`config.mk`:
```
export PLATFORM = sky130hd
export DESIGN_NAME = first_nios2_system_avalon_read_master
export DESIGN_NICKNAME = d
export VERILOG_FILES = /design/src/rtl/first_nios2_system_pkg.sv /design/src/rtl/first_nios2_system_avalon_read_master.sv
export SDC_FILE = /design/constraint.sdc
export NUM_CORES = 1
export LEC_CHECK = 0
export CAP_MARGIN = 20
export CORE_ASPECT_RATIO = 1.4
export CORE_MARGIN = 2
export CORE_UTILIZATION = 35
export CTS_CLUSTER_DIAMETER = 80
export DETAILED_ROUTE_END_ITERATION = 10
export GPL_TIMING_DRIVEN = 1
export PLACE_DENSITY = 0.88
export SYNTH_ARGS = -nofsm -noshare
export SYNTH_HDL_FRONTEND = slang
export SYNTH_SLANG_ARGS = --single-unit
```
`constraint.sdc`:
```
create_clock -name clock -period 1.7 [get_ports clock]
set_clock_uncertainty 0.1 [all_clocks]
set_input_delay 0.255 -clock clock [delete_from_list [all_inputs] [get_ports clock]]
set_output_delay 0.255 -clock clock [all_outputs]
set_load 0.02 [all_outputs]
```
`src/rtl/first_nios2_system_pkg.sv`:
```
// Shared types and constants for the system ID checker and its Avalon read master.
package first_nios2_system_pkg;

    localparam int SYSID_ADDR_W = 1;
    localparam int SYSID_DATA_W = 32;
    localparam int TMO_CNT_W    = 16;
    localparam int STATE_W      = 3;

    localparam logic [SYSID_ADDR_W-1:0] SYSID_ADDR_ID = 1'b0;
    localparam logic [SYSID_ADDR_W-1:0] SYSID_ADDR_TS = 1'b1;

    typedef enum logic [STATE_W-1:0] {
        ST_IDLE   = 3'd0,
        ST_ID_REQ = 3'd1,
        ST_ID_LAT = 3'd2,
        ST_TS_REQ = 3'd3,
        ST_TS_LAT = 3'd4,
        ST_DONE   = 3'd5
    } state_e;

endpackage

```
`src/rtl/first_nios2_system_avalon_read_master.sv`:
```
// Single-word Avalon-MM read handshake: request phase with stall timeout,
// then a fixed-latency wait before the returned word is valid.
//
// Handshake: sysid_read is held high with a stable sysid_address for as long
// as the caller keeps req_active; the read is accepted in the first cycle in
// which sysid_read=1 and sysid_waitrequest=0. With zero latency the data is
// valid in that same cycle, otherwise it is valid in the READ_LATENCY-th
// lat_active cycle after the accept. At most one read is ever outstanding.
module first_nios2_system_avalon_read_master
    import first_nios2_system_pkg::*;
#(
    parameter int READ_LATENCY   = 0,
    parameter int TIMEOUT_CYCLES = 255
) (
    input  logic                    clock,
    input  logic                    reset_n,
    input  logic                    req_active,
    input  logic                    lat_active,
    input  logic [SYSID_ADDR_W-1:0] word_addr,
    output logic [SYSID_ADDR_W-1:0] sysid_address,
    output logic                    sysid_read,
    input  logic [SYSID_DATA_W-1:0] sysid_readdata,
    input  logic                    sysid_waitrequest,
    output logic                    accepted,
    output logic                    data_valid,
    output logic [SYSID_DATA_W-1:0] data,
    output logic                    timed_out
);

    localparam logic [TMO_CNT_W-1:0] WAIT_LAST = TMO_CNT_W'(TIMEOUT_CYCLES - 1);
    localparam logic [1:0]           LAT_LAST  = (READ_LATENCY == 0) ? 2'd0 : 2'(READ_LATENCY - 1);

    logic [TMO_CNT_W-1:0] wait_cnt;
    logic [1:0]           lat_cnt;

    assign sysid_read    = req_active;
    assign sysid_address = req_active ? word_addr : SYSID_ADDR_ID;
    assign accepted      = req_active && !sysid_waitrequest;
    assign timed_out     = req_active && sysid_waitrequest && (wait_cnt == WAIT_LAST);
    assign data_valid    = (READ_LATENCY == 0) ? accepted : (lat_active && (lat_cnt == LAT_LAST));
    assign data          = sysid_readdata;

    // Count stalled request cycles; cleared on accept, on timeout and outside a request.
    always_ff @(posedge clock or negedge reset_n) begin
        if (!reset_n) begin
            wait_cnt <= '0;
        end else if (req_active && sysid_waitrequest && !timed_out) begin
            wait_cnt <= wait_cnt + 1'b1;
        end else begin
            wait_cnt <= '0;
        end
    end

    // Count cycles spent waiting for fixed-latency read data.
    always_ff @(posedge clock or negedge reset_n) begin
        if (!reset_n) begin
            lat_cnt <= '0;
        end else if (lat_active) begin
            lat_cnt <= lat_cnt + 1'b1;
        end else begin
            lat_cnt <= '0;
        end
    end

endmodule

```
==> impl_metrics.yaml <==
sta:
  layout_min_cycle_time_ps: 1850
  setup_ws_ps: -148
  setup_viol: 1
  final_max_slew_viol_count: 0
  final_hold_viol_count: 0
  rsz0062_at_grt: "true"
  fmax_mhz: 541
  slew_headroom_pct: 78.8
  worstMarginPinSlew_ps: 315
  min_period_over_period_pct: 109
grt:
  grt_antenna_before_repair: 0
  first_global_vias: 838
  grt_pass1_wl_um: 3770
  grt_max_degree: 17
  grt_remaining_overflow: 0
  grt.total_usage_pct: 13.8
placement:
  dpl_cell_area_sq_um: 1120
  io_buffers: 9
  routabilityCongestion: 0.893
  dpl.hpwl_um: 1630
detailed_routing:
  drt.antenna.violating_nets: 0
  via_per_inst: 5.06
  wl_per_cell_um: 14.9
  num_vias: 779
  drt_iter0_drc: 22
  wl_um: 2290
  drc: 0
  firstDrtPassIters: 4
clock_network:
  holdBufCountCts: 0
  clkSinkCount: 16
  htree_levels: 1
  clkLatencyLatePin_ps: 260
  numCtsBuffers: 3
  root_buffer: "clkbuf_8"
  clk_path_buf_depth: 2
  cts_tree: "done"
  path_clk_slew_ps: 60
power_and_ir_drop:
  leakagePower_nw: 0.495
  intPower_mw: 0.614
  power.density_nw_per_um2: 655
  switchingPower_mw: 0.177
  p_comb_share_pct: 7.5
  vdd_ir_drop_max_mv: 0.460
  p_clk_share_pct: 43.9
  switching_share_pct: 22.4
  pwr-share-seq_pct: 48.5
synthesis:
  synth_nets: 158
  synth_fa_ha_area_share_pct: 2.25
  synth.cell_area_sq_um: 1110
  synth-seq-cells: 16
  syn_inst: 118
  synth_top_family_by_area: "simple AND/OR/NAND/NOR gates"
  synthSimpleGateAreaFrac_pct: 26.0
  synth_compound_area_share_pct: 0
  synth_xor_area_share_pct: 11.0
  ys_types: 24
  synth_warnings: 0
  avgSynthCellArea_sq_um: 9.42
  synthMuxAreaShare_pct: 0
  synth_seq_area_share_pct: 36.0
worst_setup_path:
  worst-path-buf-inv: 2
  worstReg2RegEnd: "wait_cnt[12]"
  cp.depth: 6
  critPathLaunch: "wait_cnt[0]"
  crit_family: "simple AND/OR/NAND/NOR gates"
  worstSetupEndpoint: "timed_out"
  required_ps: 1340
  reg2regPathDepth: 7
  cp_max_fo: 2
  slowest_stage: "dfrtp_1"
  r2r_slack_ps: 70
  critPathKind: "reg2out"
  path_cells: "inv_1 -> ha_2 -> nor4b_4 -> nand4_1 -> nor2_1 -> buf_4"
  worst_setup_path_start_kind: "flip-flop"
  crit_path_end_kind: "primary output"
  cp.arrival_ps: 1490
  r2r-start: "wait_cnt[0]"
  cpPeakStageDelay_ps: 390
die:
  dieHeight_um: 70.7
  core_sq_um: 3060
  initial_core_util_pct: 36.3
  rows: 24
  dieArea_sq_um: 3650
  die_x_um: 51.6
  pin_count: 75
finish:
  n_antenna_cell: 0
  final_area_sq_um: 1210
  layout_commonest_cell: "buf_4"
  fin_nets: 156
  areaGrowthSynthToFinish_pct: 8.78
  layout-drive-gt1-share_pct: 33.9
  top_register: "wait_cnt"
  final_cell_mix: "buf_4 (20), nor2_1 (17), dfrtp_1 (16)"
  post-route-util_pct: 39.5
  largest_reg_flops: 16
  top_regs: "wait_cnt x16"
run_status:
  status: "complete, but fails checks"
  violations: "negative setup slack"
hold_path:
  hold_path.class: "in2async"
job:
  maxCapViolCount: 0
power groups by stage:
stage | clock, mW | combinational, mW | sequential, mW
floorplan | 0 | 0.133 | 0.393
global placement | 0 | 0.0566 | 0.391
detailed placement | 0 | 0.0582 | 0.391
CTS | 0.354 | 0.0558 | 0.384
global route | 0.361 | 0.0653 | 0.385
finish | 0.348 | 0.0597 | 0.384
synth_stat cells:
| library cell | count | area, sq um |
|---|---|---|
| or3_1 | 1 | 6.26 |
| dfrtp_1 | 16 | 400 |
| nand4_2 | 1 | 12.5 |
| and2_1 | 1 | 6.26 |
| nor4_1 | 1 | 6.26 |
| and4bb_2 | 1 | 12.5 |
| inv_1 | 2 | 7.51 |
| buf_4 | 34 | 255 |
| nor4b_1 | 1 | 8.76 |
| nand4_1 | 6 | 37.5 |
| nand2_1 | 5 | 18.8 |
| nor2b_1 | 1 | 6.26 |
| nor4_2 | 3 | 37.5 |
| xnor2_1 | 9 | 78.8 |
| and3_1 | 1 | 6.26 |
| nor3_1 | 3 | 15.0 |
| buf_6 | 1 | 11.3 |
| xor2_1 | 5 | 43.8 |
| nand3_2 | 2 | 20.0 |
| and4_2 | 1 | 10.0 |
| nor2_2 | 1 | 6.26 |
| ha_1 | 2 | 25.0 |
| nand3_1 | 3 | 15.0 |
| nor2_1 | 17 | 63.8 |
layer usage:
| metal | vias up | wire, um | global-route usage [%] |
|---|---|---|---|
| li1 | 355 | - | - |
| met1 | 386 | 827 | 13.6 |
| met2 | 23 | 1230 | 23.6 |
| met3 | 15 | 153 | 3.59 |
| met4 | 0 | 81 | 11.1 |
| met5 | - | 0 | 0 |
timing repair:
| action | in CTS | in global routing |
|---|---|---|
| setup buffers | 0 | 1 |
| endpoints found under the setup margin | 21 | 19 |
| pin swaps | 2 | 3 |
| resized for setup | 11 | 10 |
layout make-up:
class	instances	area, sq um
well taps	39	48.8
fillers	309	1850
repair buffers	28	218
multi-input cells	65	479
clock buffers	4	55.1
inverters	2	7.51
flip-flops and latches	16	400
stage by stage:
step / hold slack, ps / total power [mW] / setup slack [ps] / std cells / setup TNS [ps]
after floorplan: -141 / 0.526 / 75.9 / 118 / 0
after global placement: 410 / 0.448 / -263 / 149 / -1040
after detailed placement: 410 / 0.449 / -400 / 149 / -1700
after CTS: 224 / 0.794 / -139 / 153 / -139
after global routing: 246 / 0.811 / -255 / 154 / -609
final: 218 / 0.792 / -148 / 154 / -148
logic make-up after synthesis:
kind of cell / after synthesis
and+or+nand+nor: 49
adders and majority gates: 2
DFF: 16
xor gates and xnor gates: 14
buffers and inverters: 37
how the worst min path moves through the flow:
stage / from / endpoint / slack, ps
floorplan: reset_n / wait_cnt[0] / -140
global placement: sysid_readdata[20] / data[20] / 410
detailed placement: sysid_readdata[20] / data[20] / 410
CTS: reset_n / wait_cnt[13] / 220
global route: reset_n / wait_cnt[8] / 250
finish: reset_n / wait_cnt[8] / 220
worst register-to-register path: stages (launching register included):
cell and delay, ps:
dfrtp_1 360, buf_4 110, buf_4 130, ha_4 150, nand4_1 110, or3_1 370, xor2_1 140, nor2_1 50
(Power assumes the default switching activity.)
